[config.mk]
export PLATFORM = sky130hd
export DESIGN_NAME = game_timer_flat
export DESIGN_NICKNAME = d
export VERILOG_FILES = /design/src/rtl/game_pkg.sv /design/src/rtl/game_timer_if.sv /design/src/rtl/tick_edge_sync.sv /design/src/rtl/game_timer.sv /design/src/flat_wrapper.sv
export SDC_FILE = /design/constraint.sdc
export NUM_CORES = 1
export LEC_CHECK = 0
export ABC_AREA = 1
export CAP_MARGIN = 10
export CORE_UTILIZATION = 35
export CTS_CLUSTER_DIAMETER = 60
export DETAILED_ROUTE_END_ITERATION = 8
export GPL_TIMING_DRIVEN = 1
export SLEW_MARGIN = 30
export SYNTH_ARGS = -nofsm -noshare
export SYNTH_HDL_FRONTEND = slang
export SYNTH_SLANG_ARGS = --single-unit
export TNS_END_PERCENT = 20
[constraint.sdc]
create_clock -name clk -period 12.7 [get_ports clk]
set_input_delay 3.175 -clock clk [delete_from_list [all_inputs] [get_ports clk]]
set_output_delay 3.175 -clock clk [all_outputs]
set_load 0.02 [all_outputs]
[src/rtl/game_pkg.sv]
// Shared types and helpers for the round timer and the 7-segment scanner.
package game_pkg;

  typedef enum logic [1:0] {
    IDLE   = 2'd0,
    RUN    = 2'd1,
    PAUSED = 2'd2,
    DONE   = 2'd3
  } state_t;

  localparam int unsigned BCD_W    = 4;
  localparam int unsigned BCD_IN_W = 7;

  // Subtract-and-compare chain; input is at most 99, so nine steps suffice.
  function automatic logic [2*BCD_W-1:0] to_bcd2(input logic [BCD_IN_W-1:0] value);
    logic [BCD_IN_W-1:0] rem;
    logic [BCD_W-1:0]    tens;
    rem  = value;
    tens = '0;
    for (int unsigned i = 0; i < 9; i++) begin
      if (rem >= BCD_IN_W'(10)) begin
        rem  = rem - BCD_IN_W'(10);
        tens = tens + BCD_W'(1);
      end
    end
    return {tens, rem[BCD_W-1:0]};
  endfunction

endpackage

[src/rtl/game_timer_if.sv]
// Control and status bundle between the round timer and the game logic.
interface game_timer_if import game_pkg::*; #(
  parameter int unsigned SEC_W = 7
) ();

  logic [SEC_W-1:0] load_val;
  logic             start;
  logic             pause;
  logic             abort;
  logic [SEC_W-1:0] secs;
  logic [BCD_W-1:0] secs_tens;
  logic [BCD_W-1:0] secs_ones;
  logic             running;
  logic             expired;
  logic             tick_lost;

  modport master (
    output load_val, start, pause, abort,
    input  secs, secs_tens, secs_ones, running, expired, tick_lost
  );

  modport slave (
    input  load_val, start, pause, abort,
    output secs, secs_tens, secs_ones, running, expired, tick_lost
  );

endinterface

[src/rtl/tick_edge_sync.sv]
// Samples an asynchronous slow square wave and emits a registered one-cycle
// pulse per rising edge.
module tick_edge_sync #(
  parameter int unsigned SYNC_STAGES = 2
) (
  input  logic clk,
  input  logic rst,
  input  logic tick_in,
  output logic tick_rise
);

  logic [SYNC_STAGES-1:0] sync_q, sync_d;
  logic                   prev_q, prev_d;
  logic                   rise_q, rise_d;

  always_comb begin
    sync_d[0] = tick_in;
    for (int unsigned i = 1; i < SYNC_STAGES; i++) begin
      sync_d[i] = sync_q[i-1];
    end
    prev_d = sync_q[SYNC_STAGES-1];
    rise_d = sync_q[SYNC_STAGES-1] & ~prev_q;
  end

  always_ff @(posedge clk) begin
    if (rst) begin
      sync_q <= '0;
      prev_q <= 1'b0;
      rise_q <= 1'b0;
    end else begin
      sync_q <= sync_d;
      prev_q <= prev_d;
      rise_q <= rise_d;
    end
  end

  assign tick_rise = rise_q;

endmodule

[src/rtl/game_timer.sv]
// Game-round countdown driven by the 1 Hz tick, with BCD digit registers and
// a watchdog that flags a missing tick stream.
module game_timer import game_pkg::*; #(
  parameter int unsigned SYNC_STAGES = 2,
  parameter int unsigned TIMEOUT_CYC = 75_000_000,
  parameter int unsigned MAX_SECS    = 99,
  parameter int unsigned SEC_W       = 7
) (
  input  logic         clk,
  input  logic         rst,
  input  logic         tick_in,
  game_timer_if.slave  tmr
);

  localparam int unsigned      WD_W   = $clog2(TIMEOUT_CYC + 1);
  localparam logic [WD_W-1:0]  WD_MAX = WD_W'(TIMEOUT_CYC);
  localparam logic [SEC_W-1:0] MAX_LV = SEC_W'(MAX_SECS);

  state_t           state_q, state_d;
  logic [SEC_W-1:0] secs_q, secs_d;
  logic [BCD_W-1:0] tens_q, tens_d;
  logic [BCD_W-1:0] ones_q, ones_d;
  logic             running_q, running_d;
  logic             expired_q, expired_d;
  logic [WD_W-1:0]  wd_q, wd_d;
  logic             lost_q, lost_d;

  logic             tick_rise;
  logic [SEC_W-1:0] lv;
  logic             start_ok;

  tick_edge_sync #(
    .SYNC_STAGES (SYNC_STAGES)
  ) u_tick_sync (
    .clk       (clk),
    .rst       (rst),
    .tick_in   (tick_in),
    .tick_rise (tick_rise)
  );

  always_comb begin
    lv       = (tmr.load_val > MAX_LV) ? MAX_LV : tmr.load_val;
    start_ok = tmr.start && (lv != '0) && !tmr.abort;

    state_d   = state_q;
    secs_d    = secs_q;
    expired_d = 1'b0;

    // Priority abort > start > pause > tick; tick is dropped when outranked.
    if (tmr.abort) begin
      state_d = IDLE;
      secs_d  = '0;
    end else if (start_ok) begin
      secs_d  = lv;
      state_d = tmr.pause ? PAUSED : RUN;
    end else begin
      unique case (state_q)
        RUN: begin
          if (tmr.pause) begin
            state_d = PAUSED;
          end else if (tick_rise) begin
            if (secs_q > SEC_W'(1)) begin
              secs_d = secs_q - SEC_W'(1);
            end else begin
              secs_d    = '0;
              expired_d = 1'b1;
              state_d   = DONE;
            end
          end
        end
        PAUSED: begin
          if (!tmr.pause) state_d = RUN;
        end
        default: ;
      endcase
    end

    running_d        = (state_d == RUN);
    {tens_d, ones_d} = to_bcd2(BCD_IN_W'(secs_d));
  end

  always_comb begin
    wd_d = wd_q;
    if (tick_rise) begin
      wd_d = '0;
    end else if (wd_q != WD_MAX) begin
      wd_d = wd_q + WD_W'(1);
    end

    lost_d = lost_q;
    if (start_ok) begin
      lost_d = 1'b0;
    end else if (wd_d == WD_MAX) begin
      lost_d = 1'b1;
    end
  end

  always_ff @(posedge clk) begin
    if (rst) begin
      state_q   <= IDLE;
      secs_q    <= '0;
      tens_q    <= '0;
      ones_q    <= '0;
      running_q <= 1'b0;
      expired_q <= 1'b0;
      wd_q      <= '0;
      lost_q    <= 1'b0;
    end else begin
      state_q   <= state_d;
      secs_q    <= secs_d;
      tens_q    <= tens_d;
      ones_q    <= ones_d;
      running_q <= running_d;
      expired_q <= expired_d;
      wd_q      <= wd_d;
      lost_q    <= lost_d;
    end
  end

  assign tmr.secs      = secs_q;
  assign tmr.secs_tens = tens_q;
  assign tmr.secs_ones = ones_q;
  assign tmr.running   = running_q;
  assign tmr.expired   = expired_q;
  assign tmr.tick_lost = lost_q;

endmodule

[src/flat_wrapper.sv]
// flat-port wrapper written by rule: the top's interface ports become plain ports
module game_timer_flat import game_pkg::*;
#(
  parameter int unsigned SYNC_STAGES = 2,
  parameter int unsigned TIMEOUT_CYC = 75_000_000,
  parameter int unsigned MAX_SECS    = 99,
  parameter int unsigned SEC_W       = 7
)
  (clk, rst, tick_in, tmr_load_val, tmr_start, tmr_pause, tmr_abort, tmr_secs, tmr_secs_tens, tmr_secs_ones, tmr_running, tmr_expired, tmr_tick_lost);
  game_timer_if #(.SEC_W(SEC_W)) tmr_i ();
  input  logic clk;
  input  logic rst;
  input  logic tick_in;
  input wire logic [$bits(tmr_i.load_val)-1:0] tmr_load_val;
  input wire logic [$bits(tmr_i.start)-1:0] tmr_start;
  input wire logic [$bits(tmr_i.pause)-1:0] tmr_pause;
  input wire logic [$bits(tmr_i.abort)-1:0] tmr_abort;
  output wire logic [$bits(tmr_i.secs)-1:0] tmr_secs;
  output wire logic [$bits(tmr_i.secs_tens)-1:0] tmr_secs_tens;
  output wire logic [$bits(tmr_i.secs_ones)-1:0] tmr_secs_ones;
  output wire logic [$bits(tmr_i.running)-1:0] tmr_running;
  output wire logic [$bits(tmr_i.expired)-1:0] tmr_expired;
  output wire logic [$bits(tmr_i.tick_lost)-1:0] tmr_tick_lost;
  assign tmr_i.load_val = tmr_load_val;
  assign tmr_i.start = tmr_start;
  assign tmr_i.pause = tmr_pause;
  assign tmr_i.abort = tmr_abort;
  assign tmr_secs = tmr_i.secs;
  assign tmr_secs_tens = tmr_i.secs_tens;
  assign tmr_secs_ones = tmr_i.secs_ones;
  assign tmr_running = tmr_i.running;
  assign tmr_expired = tmr_i.expired;
  assign tmr_tick_lost = tmr_i.tick_lost;
  game_timer #(.SYNC_STAGES(SYNC_STAGES), .TIMEOUT_CYC(TIMEOUT_CYC), .MAX_SECS(MAX_SECS), .SEC_W(SEC_W)) u_core (.clk(clk), .rst(rst), .tick_in(tick_in), .tmr(tmr_i));
endmodule
Yosys cells after proc, flatten, opt, wreduce, memory -nomap -nowiden:

Index checks and enable logic that the tools add are counted.

* flip-flop bits (word level): 51
* output and inout port bits: 18
* word-level logic and storage cells: 92

* add/subtract/negate cells: 19
* $lt $le $gt $ge: 11
* equality and inequality tests: 5
* mux-type cells: 36
* bitwise operators: 4
* reductions and logical operators: 6

Operators with widths (count)
* $mux 7: 15
* $ge 7x4->1 const B: 9
* $sub 7x4->7 const B: 8
* $mux 27: 2
* $mux 4: 9
* $add 4x1->4 const B: 7
* $add 27x1->27 const B: 1
* $eq 27x27->1 const B: 1
* $ne 27x27->1 const B: 1
* $mux 2: 7
* $gt 7x1->1 const B: 1
* $gt 7x7->1 const B: 1
* $reduce_bool 7->1: 1
* $sub 7x1->7 const B: 1
* $reduce_or 6->1: 1
* $eq 2x1->1 const B: 2
* $pmux 2 s2: 1
* $sub 4x4->4 const B: 1
* $not 1->1: 3
* $add 1x1->2 const B: 1
* $eq 2x2->1 const B: 1
* $logic_and 1x1->1: 2
* $mux 1: 2
* $reduce_or 2->1: 1
* other kinds (2): 2

Longest topological paths before layout:

* depth in word-level cells: 25
* mapped depth: 85
* gate-level depth less buffers: 85

Modules after synthesis:

From an unflattened synthesis, not the netlist that was laid out.

* cell total of the unflattened synthesis: 808
* area, all modules: 5058.6 um2

Modules (own cells, without submodules)
* game_timer: times used 1, cells an instance 796, area an instance 4943.5 um2, sequential area each 920.9 um2
* tick_edge_sync: times used 1, cells an instance 12, area an instance 115.1 um2, sequential area each 80.1 um2

Worst setup path after synthesis:

OpenSTA, ideal clock, no wires.

* path type: input to register
* start: input port tmr_load_val[4]
* end: register u_core.tens_q[3] (netlist: u_core.tmr.secs_tens[3])
* setup time: 115 ps
* data arrival time: 10786 ps
* slack: 1799 ps
* cell stages on the path: 78
* path buffers: 0
* cells stage by stage: nor2_1 -> nand2_1 -> nor2_1 -> nor2_1 -> nand3_1 -> nand3_1 -> inv_1 -> ha_1 -> a21boi_1 -> nand2_1 -> nand3_4 -> nand2_1 -> nand2_2 -> ha_1 -> inv_1 -> a21oi_1 -> nand3b_4 -> nand2_4 -> [42 not listed] -> ha_1 -> nand2_1 -> inv_1 -> nand3_1 -> nor2_1 -> nor2_2 -> nand2_4 -> nand2_1 -> nand2_2 -> ha_1 -> inv_1 -> nand3_1 -> nand2_1 -> inv_2 -> nand2_4 -> nand3_1 -> nand2_1 -> nor2_1

* longest elaborated chain between the ends: 25
* elaborated cells between the ends (all ways): 49
* classes of those cells: add/sub: 16; order compare: 10; mux: 20; reduce/logical: 3

Ends and longest elaborated chain
* from (decl): line flat_wrapper.sv:14 `input wire logic [$bits(tmr_i.load_val)-1:0] tmr_load_val;`
* $gt 7x7->1: line game_timer.sv:42 `lv = (tmr.load_val > MAX_LV) ? MAX_LV : tmr.load_val;`
* $mux 7 (*): line game_timer.sv:42
* $reduce_bool 7->1: line game_timer.sv:43 `start_ok = tmr.start && (lv != '0) && !tmr.abort;`
* $logic_and 1x1->1 (2 in series): line game_timer.sv:43
* $mux 7 (*): line game_timer.sv:53 `end else if (start_ok) begin`
* $mux 7 (*): line game_timer.sv:50 `if (tmr.abort) begin`
* via u_core.secs_d[1]: line game_timer.sv:20 `logic [SEC_W-1:0] secs_q, secs_d;`
* $sub 7x4->7 or $ge 7x4->1 (tied branches): line game_pkg.sv:22, game_pkg.sv:21
* [9 not listed]
* $sub 7x4->7 (tied with other cells): line game_pkg.sv:22 `rem = rem - BCD_IN_W'(10);`
* $mux 7 or $mux 4 (tied branches): line game_pkg.sv:21 `if (rem >= BCD_IN_W'(10)) begin`
* $sub 7x4->7 (tied with other cells): line game_pkg.sv:22
* $mux 7 or $mux 4 (tied branches): line game_pkg.sv:21
* $sub 7x4->7 (tied with other cells): line game_pkg.sv:22
* $mux 7 or $mux 4 (tied branches): line game_pkg.sv:21
* $ge 7x4->1 or $add 4x1->4 (tied branches): line game_pkg.sv:21, game_pkg.sv:23
* $mux 4 (*): line game_pkg.sv:21
* to (signal assigned): line game_timer.sv:111 `tens_q <= tens_d;`
* to (decl): line game_timer.sv:21 `logic [BCD_W-1:0] tens_q, tens_d;`

Mark *: on every way through the listed nets, which the timed path passes. The rest lies on a longest branch.
A chain may end at the register's enable or synchronous reset.

Worst setup path in the final report:

* start: input port tmr_pause
* end: register u_core.tens_q[2] (netlist: u_core.tmr.secs_tens[2])

* longest elaborated chain between the ends: 22
* elaborated cells between the ends (all ways): 46
* classes of those cells: add/sub: 16; order compare: 9; mux: 21

Ends and longest elaborated chain
* from (decl): line flat_wrapper.sv:16 `input wire logic [$bits(tmr_i.pause)-1:0] tmr_pause;`
* $mux 7 (*): line game_timer.sv:59 `if (tmr.pause) begin`
* $mux 7 (*): line game_timer.sv:57 `unique case (state_q)`
* $mux 7 (*): line game_timer.sv:53
* $mux 7 (*): line game_timer.sv:50
* $sub 7x4->7 or $ge 7x4->1 (tied branches): line game_pkg.sv:22, game_pkg.sv:21
* $mux 7 or $mux 1 (tied branches): line game_pkg.sv:21
* $sub 7x4->7 (tied with other cells): line game_pkg.sv:22
* $mux 7 or $mux 4 (tied branches): line game_pkg.sv:21
* [6 not listed]
* $sub 7x4->7 (tied with other cells): line game_pkg.sv:22
* $mux 7 or $mux 4 (tied branches): line game_pkg.sv:21
* $sub 7x4->7 (tied with other cells): line game_pkg.sv:22
* $mux 7 or $mux 4 (tied branches): line game_pkg.sv:21
* $sub 7x4->7 (tied with other cells): line game_pkg.sv:22
* $mux 7 or $mux 4 (tied branches): line game_pkg.sv:21
* $ge 7x4->1 or $add 4x1->4 (tied branches): line game_pkg.sv:21, game_pkg.sv:23
* $mux 4 (*): line game_pkg.sv:21

Every way passes the cells marked *; elsewhere a longest branch is shown, timed or not.

==> metrics.txt <==
Post-CTS Hold Fix Bufs=0; Area contributors post-synth=dfxtp_1 (19%), nand2_1 (12%), inv_1 (7.8%); register area share after synthesis=0.195; ys async rst share=0; wire per inst=11.1 um; CTS tree=yes; CTS root buf=clkbuf_16; status=complete, no violations; final setup margin=1.14 ns; Crit-path slowest cell=clkdlybuf4s50_1; CP Class=in -> reg; die area=0.0152 sq mm; Worst Setup End Kind=flip-flop; Chip Width=123 um; GP Congestion=0.848; reg2reg end=u_core.tmr.secs_tens[2]$_SDFF_PP0_; drt pass-1 iters=5; FF-to-FF setup slack=3.78 ns; Critical R2R Launch=u_core.u_tick_sync.tick_rise$_SDFF_PP0_; Synth warnings=0; post-route clock skew=0.00708 ns; Syn Nets=827; area grow syn2layout=14.6%; Slew Viols, Final=0; fillers=1502; drt via density=4.75; Max Cap Violations=0; # DRC=0; largest stage delay on the critical path=0.47 ns; Worst setup SP type=input port; half-perimeter wire length after placement=9.08 mm; most frequent cells in the layout=nand2_1 (168), inv_1 (106), nor2_1 (92); Synth area leader=dfxtp_1; Final Hold Viols=0; Cells after Synth=789; H-tree depth=2; remaining antenna violation count after routing=0; total CTS buffers=5; CTS Buffer Depth=2; largest net degree at the start of global routing=41; Yosys cell types=48; initial antenna violation count=0; Setup WS pre-CTS=0.388 ns; Port Buffers=30; Yosys top cell area share=0.195; nets=868; commonest non-fill, non-tap cell in the layout=nand2_1; Avg Cell Area, Syn=6.51 sq um; CP max FO=10; n_diodes=0; first-pass GRT wire length=20.0 mm; clock sinks=50; Cell Area, Synth=0.00513 sq mm; WHS Endpoint=u_core.u_tick_sync.tick_rise$_SDFF_PP0_; grt total ovfl=0; Hold/Removal Path Class=reg -> reg; Hold Crit Start=u_core.u_tick_sync.prev_q$_SDFF_PP0_; WHS Path Cells=1; final WL=11.2 mm; Core Area=0.0141 sq mm; die span in y=123 um; Worst-Margin Slew=0.608 ns; routed vias=4798; number of synthesized flops with an enable pin=0; fmax=86.5 MHz; Worst Reg2Reg Path Length in Cells=81; flops & latches, synth=50; io pins=31; cell mode on critical path=nand2_1; crit path DAT=11.73 ns; Synth Flop Type=dfxtp_1; share of layout cells above drive strength 1=0.188; Period Utilization, post-route=0.910; crit path time final=11.56 ns; Worst-path clk slew=0.06 ns; worst endpoint required time=12.88 ns; placed instance area=0.00565 sq mm; All-Layer GR Usage=0.160; First DRT Iteration DRCs=239; max_slew headroom=0.594; final setup fails=0; row count=43; starting density of the core=0.364; final instance area=0.00589 sq mm; worst skew pair latency=0.29 ns; vias in the first global route=4500
## kinds of logic (layout without fill, tap and decap cells)
group,count (synthesis),after routing,share of synthesized area
AOI/OAI and AO/OA,63,63,0.0802
DFF,50,50,0.195
and+or+nand+nor,491,491,0.522
adders and majority gates,25,25,0.0609
buffers and inverters,137,179,0.102
xor gates and xnor gates,23,23,0.0392
## metrics by stage
stage           util  hold slack [ns]  instances  TNS (ns)
6_report       0.418            0.390       1011         0
5_1_grt        0.418            0.402       1011   -0.0174
4_1_cts        0.412            0.393       1003         0
3_5_place_dp   0.401            0.383        995         0
3_3_place_gp   0.401            0.383        995         0
2_1_floorplan      -            0.373        789         0
## worst max path at each step
stage                               start                                  to  slack, ns  cells after the start
final                           tmr_pause  u_core.tmr.secs_tens[2]$_SDFF_PP0_       1.14                     83
after CTS                 tmr_load_val[3]  u_core.tmr.secs_tens[2]$_SDFF_PP0_       0.67                     79
after detailed placement  tmr_load_val[3]  u_core.tmr.secs_tens[2]$_SDFF_PP0_       0.39                     79
after global placement    tmr_load_val[3]  u_core.tmr.secs_tens[3]$_SDFF_PP0_       0.47                     79
after floorplan           tmr_load_val[4]  u_core.tmr.secs_tens[3]$_SDFF_PP0_       1.80                     78
after global routing      tmr_load_val[4]  u_core.tmr.secs_ones[3]$_SDFF_PP0_      -0.02                     80
## timing repair
action / in CTS / in global routing
gates resized for setup: 0 / 8
buffers inserted: 0 / 8
hold endpoints to repair: 0 / 0
endpoints found under the setup margin: 0 / 7
## area by class of cell
| type | count | area [sq um] | area share |
|---|---|---|---|
| multi-input cells | 602 | 3630 | 0.617 |
| flip-flops and latches | 50 | 1000 | 0.170 |
| inverters | 130 | 495 | 0.0842 |
| repair buffers | 41 | 383 | 0.0651 |
| well taps | 180 | 225 | 0.0383 |
| clock buffers | 7 | 143 | 0.0242 |
| clock inverters | 1 | 5.00 | 0.000850 |
## worst max-delay path: cells and delay by family
| kind | cells | cell delay, ns |
|---|---|---|
| and+or+nand+nor | 58 | 5.42 |
| adders and majority gates | 9 | 1.57 |
| AOI/OAI and AO/OA | 1 | 0.14 |
| buffers and inverters | 15 | 1.40 |
## flip-flops by register name, indices dropped and copies added (netlist names)
name / flops
u_core.tmr.secs: 6
u_core.tmr.tick_lost: 1
u_core.state_q: 2
u_core.u_tick_sync.sync_q: 2
u_core.wd_q: 27
u_core.u_tick_sync.tick_rise: 1
u_core.tmr.secs_ones: 4
u_core.tmr.running: 1
u_core.tmr.expired: 1
u_core.tmr.secs_tens: 4
u_core.u_tick_sync.prev_q: 1
## synth_stat cells, types with 13 or more instances
master     n
inv_1    107
nand4_1   29
o21ai_0   15
a21oi_1   20
ha_1      25
nand2_4   26
nand2_1  169
nor2_1    95
xor2_1    18
inv_2     17
nand3_1   65
dfxtp_1   50
nor3_1    13
nand2_2   39
## metal layers
layer / GRT usage / vias to the layer above / wire (um)
met1: 0.222 / 2110 / 5700
li1: - / 2624 / -
met2: 0.272 / 57 / 5030
met4: 0.0226 / 0 / 71
met3: 0.0175 / 7 / 407
met5: 0 / - / 0
Power is not shown: default switching activity piles up to over one toggle a cycle in this logic, so the estimate is an artifact.
